`src/rtl/dmem_pkg.sv`:
```
// Shared definitions for the vector data-memory arbiter.
// Ports: none (package) -- vector geometry, the derived DATA_W word/address width,
//        the vec_t word type and the arbiter ownership state encoding.
package dmem_pkg;

  localparam int VECT_SIZE = 8;                      // elements per vector word
  localparam int ELEM_SIZE = 8;                      // bits per element
  localparam int DATA_W    = ELEM_SIZE * VECT_SIZE;  // word width, also address width

  typedef logic [DATA_W-1:0] vec_t;

  typedef enum logic [1:0] {
    IDLE = 2'd0,
    OWN0 = 2'd1,
    OWN1 = 2'd2
  } arb_state_t;

endpackage

```
`src/rtl/dmem_arb_pick.sv`:
```
// Combinational two-way picker used when no locked owner keeps the memory.
// Ports: req[1:0] requests in, last_gnt/override arbitration history in,
//        gnt[1:0] one-hot grant out (all zero when nothing requests).
// Build option DMEM_ARB_RR_EN: round-robin on contention; otherwise fixed priority to port 0.
module dmem_arb_pick (
  input  logic [1:0] req,
  input  logic       last_gnt,
  input  logic       override,
  output logic [1:0] gnt
);

`ifdef DMEM_ARB_RR_EN
  // Round-robin already hands contention to the port other than last_gnt,
  // which is exactly what the post-cap fairness override asks for.
  logic unused_override;
  assign unused_override = override;
`endif

  always_comb begin
    gnt = 2'b00;
    case (req)
      2'b01: gnt = 2'b01;
      2'b10: gnt = 2'b10;
      2'b11: begin
`ifdef DMEM_ARB_RR_EN
        gnt = last_gnt ? 2'b01 : 2'b10;
`else
        // Port 0 normally wins; after port 0 was force-released by the burst
        // cap (override set, last_gnt = 0) port 1 gets exactly one turn.
        gnt = (override && !last_gnt) ? 2'b10 : 2'b01;
`endif
      end
      default: gnt = 2'b00;
    endcase
  end

endmodule

```
`src/rtl/dmem_arbiter.sv`:
```
// Two-port arbiter for the single-ported vector data memory: port 0 pipeline, port 1 loader DMA.
// Ports: clk/reset (sync, active-high); per port req/we/lock/addr/wd in, gnt/rvalid/rdata out;
//        mem_we/mem_a/mem_wd to memory, mem_rd combinational read data from memory.
// Build option DMEM_ARB_RR_EN selects round-robin contention (default fixed priority, port 0 first).
module dmem_arbiter #(
  parameter int MAX_BURST = 4
) (
  input  logic                       clk,
  input  logic                       reset,
  input  logic                       req0,
  input  logic                       we0,
  input  logic                       lock0,
  input  logic [dmem_pkg::DATA_W-1:0] addr0,
  input  logic [dmem_pkg::DATA_W-1:0] wd0,
  input  logic                       req1,
  input  logic                       we1,
  input  logic                       lock1,
  input  logic [dmem_pkg::DATA_W-1:0] addr1,
  input  logic [dmem_pkg::DATA_W-1:0] wd1,
  output logic                       gnt0,
  output logic                       gnt1,
  output logic                       rvalid0,
  output logic                       rvalid1,
  output logic [dmem_pkg::DATA_W-1:0] rdata0,
  output logic [dmem_pkg::DATA_W-1:0] rdata1,
  output logic                       mem_we,
  output logic [dmem_pkg::DATA_W-1:0] mem_a,
  output logic [dmem_pkg::DATA_W-1:0] mem_wd,
  input  logic [dmem_pkg::DATA_W-1:0] mem_rd
);
  import dmem_pkg::*;

  localparam int CNT_W = (MAX_BURST > 1) ? $clog2(MAX_BURST) : 1;
  localparam logic [CNT_W-1:0] LAST_BEAT = CNT_W'(MAX_BURST - 1);

  arb_state_t       state, state_n;
  logic [CNT_W-1:0] beat_cnt, beat_cnt_n, cnt_eff;
  logic             last_gnt, last_gnt_n;
  logic             override, override_n;
  logic [1:0]       pick_gnt, gnt_v;
  logic             win;   // index of the granted port (meaningful when gnt_v != 0)
  logic             lk;

  dmem_arb_pick u_pick (
    .req      ({req1, req0}),
    .last_gnt (last_gnt),
    .override (override),
    .gnt      (pick_gnt)
  );

  // A locked owner that is still requesting keeps the memory; otherwise the
  // picker decides in the same cycle, so a dropped owner costs no idle beat.
  always_comb begin
    gnt_v = pick_gnt;
    if (state == OWN0 && req0) begin
      gnt_v = 2'b01;
    end else if (state == OWN1 && req1) begin
      gnt_v = 2'b10;
    end
    if (reset) begin
      gnt_v = 2'b00;
    end
  end

  assign gnt0 = gnt_v[0];
  assign gnt1 = gnt_v[1];
  assign win  = gnt_v[1];

  always_comb begin
    mem_we = 1'b0;
    mem_a  = '0;
    mem_wd = '0;
    if (gnt0) begin
      mem_we = we0;
      mem_a  = addr0;
      mem_wd = wd0;
    end else if (gnt1) begin
      mem_we = we1;
      mem_a  = addr1;
      mem_wd = wd1;
    end
  end

  // Beat counting belongs to the current ownership only: a grant to a port
  // that does not already own the memory starts a fresh count from zero.
  always_comb begin
    state_n    = IDLE;
    beat_cnt_n = '0;
    last_gnt_n = last_gnt;
    override_n = 1'b0;
    cnt_eff    = ((state == OWN0 && gnt0) || (state == OWN1 && gnt1)) ? beat_cnt : '0;
    lk         = win ? lock1 : lock0;
    if (gnt_v != 2'b00) begin
      if (lk && (cnt_eff < LAST_BEAT)) begin
        state_n    = win ? OWN1 : OWN0;
        beat_cnt_n = cnt_eff + 1'b1;
      end else begin
        last_gnt_n = win;
        // Still locked here means the cap forced the release: give the
        // other port one guaranteed turn on the next cycle.
        override_n = lk;
      end
    end
  end

  always_ff @(posedge clk) begin
    if (reset) begin
      state    <= IDLE;
      beat_cnt <= '0;
      last_gnt <= 1'b1;
      override <= 1'b0;
      rvalid0  <= 1'b0;
      rvalid1  <= 1'b0;
      rdata0   <= '0;
      rdata1   <= '0;
    end else begin
      state    <= state_n;
      beat_cnt <= beat_cnt_n;
      last_gnt <= last_gnt_n;
      override <= override_n;
      rvalid0  <= gnt0 && !we0;
      rvalid1  <= gnt1 && !we1;
      if (gnt0 && !we0) begin
        rdata0 <= mem_rd;
      end
      if (gnt1 && !we1) begin
        rdata1 <= mem_rd;
      end
    end
  end

endmodule

```
`config.mk`:
```
export PLATFORM = sky130hd
export DESIGN_NAME = dmem_arbiter
export DESIGN_NICKNAME = d
export VERILOG_FILES = /design/src/rtl/dmem_pkg.sv /design/src/rtl/dmem_arb_pick.sv /design/src/rtl/dmem_arbiter.sv
export SDC_FILE = /design/constraint.sdc
export NUM_CORES = 1
export LEC_CHECK = 0
export ABC_CLOCK_PERIOD_IN_PS = 3200
export BUFFER_PORTS_ARGS = -buffer_cell sky130_fd_sc_hd__buf_2
export CAP_MARGIN = 20
export CORE_AREA = 2 2 226 228
export CTS_CLUSTER_SIZE = 10
export DETAILED_ROUTE_END_ITERATION = 10
export DIE_AREA = 0 0 228 230
export GPL_ROUTABILITY_DRIVEN = 0
export PLACE_DENSITY_LB_ADDON = 0.3
export SYNTH_ARGS = -nofsm -noshare
export SYNTH_HDL_FRONTEND = slang
export SYNTH_SLANG_ARGS = --single-unit
```
`constraint.sdc`:
```
create_clock -name clk -period 3.2 [get_ports clk]
set_input_delay 0.32 -clock clk [delete_from_list [all_inputs] [get_ports clk]]
set_output_delay 0.32 -clock clk [all_outputs]
set_load 0.005 [all_outputs]
```
Yosys cells after proc, flatten, opt, wreduce, memory -nomap -nowiden
Index checks and enable logic that the tools add are counted.
Widths: inputs -> output; s select.
Storage, ports and cells
  output and inout port bits: 261
  word-level logic and storage cells: 47
  bits of input ports: 328
  flip-flop bits (word level): 136
Operators by class
  reduce and logical (&&, ||, !) cells: 16
  bitwise gates (word level): 2
  magnitude comparators: 1
  mux-type cells: 14
  add/subtract/negate cells: 1
  equality and inequality tests: 5
Operators with widths (count)
  $mux 64: 4
  $mux 2: 6
  $logic_and 1x1->1: 8
  $eq 2x2->1 const B: 3
  $pmux 2 s3: 1
  $reduce_or 3->1: 2
  $eq 2x1->1 const B: 2
  $logic_not 1->1: 3
  $mux 1: 3
  $add 2x1->2 const B: 1
  $lt 2x2->1 const B: 1
  $not 1->1: 2
  $reduce_and 2->1: 1
  $reduce_bool 2->1: 1
  $logic_or 1x1->1: 1

Logic depth before layout (Yosys ltp)
Gate-level depths: netlist of the first run.
  word-level depth: 14
  gate-level depth with buffers: 8
  gate-level depth less buffers: 8

Cells and area by module
Synthesis of the first run repeated with hierarchy kept, for this count alone.
Unflattened totals
  cells, all modules: 703
  area total of the unflattened synthesis: 6707.7 um2
By module, submodules not included
  dmem_arbiter: cells an instance 699, seq. area each 2722.6 um2, area each 6677.7 um2, instances 1
  dmem_arb_pick: cells an instance 4, seq. area each 0.0 um2, area each 30.0 um2, instances 1

Least setup slack after synthesis of the first run
OpenSTA, ideal clock, no wires.
  path type: flip-flop to output port
  start point: register state[1]
  end point: output mem_a[0] (netlist bit)
  data required time: 2.880 ns
  setup slack: 1.348 ns
  stages on the path, launching flop included: 6
  arrival: 1.532 ns
  path buffers: 2
  path through: dfxtp_1 and3b_1 a311oi_2 buf_2 buf_2 a22o_1
Between the ends
  cells in the longest elaborated chain, start to end: 7
  elaborated cells between the ends (all ways): 9
  those cells by class: 2 x eq/ne; 5 x mux; 2 x reduce/logical
RTL lines
  start, declared: line dmem_arbiter.sv:36  | arb_state_t state, state_n;
  start signal, assigned: line dmem_arbiter.sv:117  | state <= state_n;
  $eq 2x2->1: line dmem_arbiter.sv:57  | end else if (state == OWN1 && req1) begin
  $logic_and 1x1->1: line dmem_arbiter.sv:57
  $mux 2: line dmem_arbiter.sv:57
  $mux 2 (*): line dmem_arbiter.sv:55  | if (state == OWN0 && req0) begin
  $mux 2 (*): line dmem_arbiter.sv:60  | if (reset) begin
  $mux 64: line dmem_arbiter.sv:77  | end else if (gnt1) begin
  $mux 64 (*): line dmem_arbiter.sv:73  | if (gnt0) begin
  end, declared: line dmem_arbiter.sv:27  | output logic [dmem_pkg::DATA_W-1:0] mem_a,
Mark *: on every way between the ends. The rest lies on a longest branch, timed or not.

Final worst setup path of the first run
  start point: register state[1]
  end point: output mem_wd[43] (netlist bit)
Between the ends
  cells in the longest elaborated chain, start to end: 7
  elaborated cells between the ends (all ways): 9
  those cells by class: 2 x eq/ne; 5 x mux; 2 x reduce/logical
RTL lines
  $eq 2x2->1: line dmem_arbiter.sv:57
  $logic_and 1x1->1: line dmem_arbiter.sv:57
  $mux 2: line dmem_arbiter.sv:57
  $mux 2 (*): line dmem_arbiter.sv:55
  $mux 2 (*): line dmem_arbiter.sv:60
  $mux 64: line dmem_arbiter.sv:77
  $mux 64 (*): line dmem_arbiter.sv:73
  end, declared: line dmem_arbiter.sv:28  | output logic [dmem_pkg::DATA_W-1:0] mem_wd,
Marks and branches as above.

==> flow_summary.json, run 1 <==
{
  "status": "finished clean",
  "path_depth": 6,
  "synth_fp_nets": 991,
  "wl_met3_mm": 4.005,
  "syn_to_final_growth_pct": 64.83,
  "critPathCaptureType": "primary output",
  "maxCapViolCount": 0,
  "nNetsFinal": 1552,
  "post-route-util_pct": 21.90,
  "ys_seq_area_share_pct": 41.10,
  "leakage_nw": 5.982,
  "cp.required_ps": 2880,
  "die_x_um": 228,
  "cts_repair_resize_count": 0,
  "antenna_found_initial": 7,
  "worstHoldPathCells": 2,
  "grt_pass1_vias": 7536,
  "die_area_sq_mm": 0.05244,
  "syn-cell-area_sq_mm": 0.006624,
  "powerDensity_mw_per_mm2": 429.3,
  "layout.cells.non_filler": 1910,
  "ff2ff_path_depth": 6,
  "cts_sinks": 136,
  "grt.overflow.total": 0,
  "track_usage_pct": 12.46,
  "slew_viol_final": 0,
  "crit_chain": "and3b_1, a311oi_4, buf_4, buf_12, a22o_1, buf_2",
  "final_area_sq_mm": 0.01092,
  "root_buffer": "clkbuf_16",
  "drtAntennaViolNets": 0,
  "wirelength_mm": 34.18,
  "slowest_stage": "a22o_1",
  "grt_pass1_wl_mm": 48.20,
  "layout_min_cycle_time_ps": 2783,
  "relSlewSlack_pct": 48.24,
  "drive_above_1_share_pct": 52.51,
  "synthDistinctLibCells": 24,
  "portBuffers": 588,
  "cts_hold_buf": 0,
  "tritoncts": "yes",
  "setup_viol": 0,
  "multi_input_area_sq_mm": 0.003460,
  "max_freq_mhz": 359.3,
  "place_hpwl_mm": 27.83,
  "fin_skew_ps": 13.18,
  "path_class": "reg -> out",
  "tightest_slew_ps": 776.3,
  "worstPathArrival_ps": 2460,
  "num_vias": 7289,
  "regArea_sq_mm": 0.002723,
  "fill_cells": 5597,
  "fin_crit_sh_pct": 86.96,
  "fin_setup_tns_ps": 0,
  "start_util_pct": 13.28,
  "hold_viol": 0,
  "syn_avg_cell_area_sq_um": 10.01,
  "postCtsSetupBuffers": 0,
  "top_layer_used": "met5",
  "yosys_warnings": 0,
  "holdWs_ps": 112.6,
  "viasPerCell": 3.816,
  "totalPowerFinal_mw": 4.687,
  "layout_setup_ws_ps": 417.2,
  "syn_inst": 662,
  "drt_iter0_drc": 363,
  "worst-path-max-fanout": 88,
  "cts_buffers": 17,
  "io_pins": 589,
  "clkSlewWorstSetupHoldPaths_ps": 60,
  "path_buf_inv": 3,
  "clockBufferDepth": 2,
  "grt_max_degree": 132,
  "wl_per_cell_um": 17.90,
  "placed_area_sq_mm": 0.01031,
  "htreeDepth": 4,
  "ys_seq_elements": 136,
  "fp.dieH_um": 230,
  "clock_latency_ps": 440,
  "firstDrtPassIters": 4,
  "rows": 82,
  "cp-start-kind": "flop",
  "max_stage_delay_ps": 440,
  "placedCellCount": 1876,
  "max-vdd-ir-drop_mv": 0.3443,
  "hold_class": "in -> reg",
  "wl_met2_mm": 16.27,
  "fp.coreArea_sq_mm": 0.04986,
  "crit_family": "compound AO/OA/AOI/OAI gates",
  "wl_met1_mm": 13.08,
  "route.detailed.drc": 0,
  "rsz0062_at_grt": "no",
  "pre_cts_ws_ps": 787.9
}
metal layers:
layer  vias to the layer above  track usage, %
met3                        47           6.411
met2                       371           21.06
met1                      3434           13.43
met5                         -               0
li1                       3429               -
met4                         8           4.146
final cells by class:
class | instances | area share, %
antenna | 2 | 0.04584
clock buffer | 21 | 4.217
clock inverter | 11 | 1.261
inverter | 57 | 1.960
multi-input combinational | 412 | 31.69
sequential | 136 | 24.94
tap | 672 | 7.701
timing repair buffer | 599 | 28.19
layout by cell type (no fill, tap or decap), drive strengths merged, types with 2 or more instances in the layout:
| master | synthesis | layout |
|---|---|---|
| mux2i | 108 | 108 |
| clkbuf | 34 | 21 |
| nand3b | 2 | 2 |
| and2 | 2 | 2 |
| clkinv | 0 | 2 |
| nor2b | 23 | 23 |
| a22o | 129 | 129 |
| buf | 23 | 599 |
| diode | 0 | 2 |
| nor2 | 3 | 3 |
| bufinv | 0 | 2 |
| clkinvlp | 0 | 3 |
| a31oi | 2 | 2 |
| inv | 57 | 61 |
| mux2 | 20 | 20 |
| and3 | 2 | 2 |
| dfxtp | 136 | 136 |
| nand2b | 113 | 113 |
synthesized netlist by cell type:
cell / number / share of area [%]
dfxtp_1: 136 / 41
a22o_1: 129 / 17
nand2b_1: 113 / 11
mux2i_1: 108 / 16
inv_1: 57 / 3.2
clkbuf_1: 34 / 1.9
nor2b_1: 23 / 2.2
mux2_2: 16 / 2.7
buf_2: 14 / 1.1
buf_4: 9 / 1.0
mux2_1: 4 / 0.68
nor2_1: 3 / 0.17
a31oi_1: 2 / 0.19
and2_1: 2 / 0.19
and3_1: 2 / 0.19
nand3b_1: 2 / 0.23
a21oi_1: 1 / 0.075
a22oi_1: 1 / 0.11
a311oi_2: 1 / 0.23
and3b_1: 1 / 0.13
ha_1: 1 / 0.19
nor3_1: 1 / 0.075
nor3b_1: 1 / 0.11
o311a_1: 1 / 0.15
final timing paths:
kind                                         startpoint                      end  slack (ps)
worst max-delay path                state[1]$_SDFF_PP0_               mem_wd[43]         420
worst min-delay path                              lock1    last_gnt$_SDFFE_PP1P_         110
worst max register to register      state[1]$_SDFF_PP0_   rdata1[0]$_SDFFE_PP0P_        1180
worst min register to register  rdata0[42]$_SDFFE_PP0P_  rdata0[42]$_SDFFE_PP0P_         470
report_power, final:
group	total (mW)	switching, mW	internal [mW]
Combinational	0.857	0.419	0.438
Clock	2.01	0.812	1.20
Sequential	1.82	0.0397	1.78
Total	4.69	1.27	3.42
cells by family after synthesis:
group	Yosys count	share of synthesized area, %
AOI/OAI and AO/OA	135	17.81
adders and majority gates	1	0.1889
buffers and inverters	114	7.235
DFF	136	41.10
muxes	128	19.72
and+or+nand+nor	148	13.94
registers in the layout, indices dropped and copies added, names as in the netlist:
signal and flops:
last_gnt 1, rvalid0 1, rvalid1 1, override 1, rdata0 64, state 2, beat_cnt 2, rdata1 64
Power figures use the tool's default switching activity.
==> run 2: changes to the inputs <==
Settings changed: CORE_AREA 2 2 226 228 to 4 4 228 230, DIE_AREA 0 0 228 230 to 0 0 232 234.
==> run 2 against run 1 <==
  * Sequential power is essentially flat
  * Clock skew shrank 4.3 ps
  * Non-clock buffer count grew 8
  * Global-route usage grew 1.3 points
  * Die area grew 3.5%
  * Worst setup slack lost 99 ps
  * Highest routed layer unchanged
==> flow_summary.json, run 2 (synthesis results as in run 1) <==
{
  "holdWs_ps": 106.5,
  "antenna_found_initial": 34,
  "drt_iter0_drc": 279,
  "cts_buffers": 17,
  "tritoncts": "yes",
  "worstHoldPathCells": 2,
  "die_x_um": 232,
  "start_util_pct": 13.28,
  "whs_endpoint": "last_gnt$_SDFFE_PP1P_",
  "cp.required_ps": 2880,
  "track_usage_pct": 13.77,
  "path_buf_inv": 2,
  "grt_pass1_vias": 7591,
  "crit_start": "state[0]$_SDFF_PP0_",
  "htreeDepth": 4,
  "clock_latency_ps": 430,
  "post-route-util_pct": 22.02,
  "status": "finished clean",
  "drive_above_1_share_pct": 52.89,
  "placed_area_sq_mm": 0.01038,
  "hold_class": "in -> reg",
  "fin_setup_tns_ps": 0,
  "grt_max_degree": 100,
  "rsz0062_at_grt": "no",
  "layout.cells.most_common": "buf_2",
  "leakage_nw": 6.002,
  "route.detailed.drc": 0,
  "max-vdd-ir-drop_mv": 0.3408,
  "place_hpwl_mm": 33.84,
  "crit_chain": "nand3b_1, o311a_4, buf_12, a22o_1, buf_2",
  "powerDensity_mw_per_mm2": 418.3,
  "setup_viol": 0,
  "wl_per_cell_um": 20.55,
  "num_vias": 7428,
  "io_pins": 589,
  "fp.dieH_um": 234,
  "cp-start-kind": "flop",
  "fin_crit_sh_pct": 90.07,
  "cts_repair_resize_count": 0,
  "slowest_stage": "o311a_4",
  "hold_start": "lock1",
  "totalPowerFinal_mw": 4.593,
  "reg_top3": "rdata0: 64 flops, rdata1: 64 flops",
  "syn_to_final_growth_pct": 65.77,
  "most-common-layout-cells": "buf_2 (587), dfxtp_1 (136), a22o_1 (129), nand2b_1 (112), mux2i_1 (108)",
  "max_freq_mhz": 346.9,
  "critPathCaptureType": "primary output",
  "crit_family": "compound AO/OA/AOI/OAI gates",
  "grt_pass1_wl_mm": 53.01,
  "path_class": "reg -> out",
  "maxCapViolCount": 0,
  "cts_sinks": 136,
  "hold_viol": 0,
  "grt.overflow.total": 0,
  "wirelength_mm": 39.71,
  "relSlewSlack_pct": 41.68,
  "die_area_sq_mm": 0.05429,
  "fin_skew_ps": 8.918,
  "nNetsFinal": 1560,
  "postCtsSetupBuffers": 0,
  "r2r_setup_slack_ps": 910,
  "portBuffers": 588,
  "clkSlewWorstSetupHoldPaths_ps": 60,
  "worstPathArrival_ps": 2560,
  "fp.coreArea_sq_mm": 0.04986,
  "viasPerCell": 3.845,
  "layout_min_cycle_time_ps": 2882,
  "clockBufferDepth": 2,
  "slew_viol_final": 0,
  "root_buffer": "clkbuf_16",
  "worstReg2RegStart": "state[0]$_SDFF_PP0_",
  "rows": 82,
  "final_area_sq_mm": 0.01098,
  "cts_hold_buf": 0,
  "ff2ff_path_depth": 6,
  "r2r-end": "rdata0[43]$_SDFFE_PP0P_",
  "firstDrtPassIters": 4,
  "tightest_slew_ps": 874.8,
  "worst-path-max-fanout": 99,
  "drtAntennaViolNets": 0,
  "max_stage_delay_ps": 480
}
run 2: cell types whose count changed in the layout (fill, tap and decap cells not counted), moves of 2 or more:
cell and delta:
diode_2 +14, clkinv_2 +2, clkinv_4 +2, buf_4 +8
run 2: per-layer routing:
| metal | share of wire (%) | track usage (%) | vias to the layer above |
|---|---|---|---|
| li1 | - | - | 3458 |
| met1 | 30 | 12.07 | 3469 |
| met2 | 55 | 27.42 | 394 |
| met3 | 6.8 | 3.353 | 103 |
| met4 | 7.7 | 9.322 | 4 |
| met5 | 0.086 | 0 | - |
run 2: through the flow:
step	setup WS (ps)	cells
2_1_floorplan	1348	662
3_3_place_gp	736.8	1884
3_5_place_dp	665.6	1884
4_1_cts	319.6	1916
5_1_grt	200.7	1925
6_report	317.7	1932
run 2: worst max-delay path by stage:
stage	slack [ps]	depth (start not counted)	endpoint
detailed placement	670	6	mem_a[52]
global placement	740	6	mem_a[52]
global route	200	5	mem_a[52]
CTS	320	5	mem_a[52]
floorplan	1350	5	mem_a[0]
finish	320	5	mem_a[52]
run 2: worst register-to-register path: stages, from the launching register on:
cell and delay (ps):
dfxtp_1 370, nand3b_1 190, o311a_4 480, nor2b_4 390, buf_12 300, buf_4 300
mux2i_1 200
run 2: layout make-up:
class | count | area (sq um)
fillers | 5570 | 38880
multi-input cells | 412 | 3460
repair buffers | 607 | 3138
flip-flops and latches | 136 | 2723
well taps | 672 | 840.8
clock buffers | 19 | 442.9
inverters | 57 | 214.0
clock inverters | 13 | 122.6
diodes | 16 | 40.04
run 2: power by group:
group | internal, mW | switching, mW
logic | 0.444 | 0.422
clock network | 1.09 | 0.818
registers | 1.78 | 0.0381
total | 3.31 | 1.28
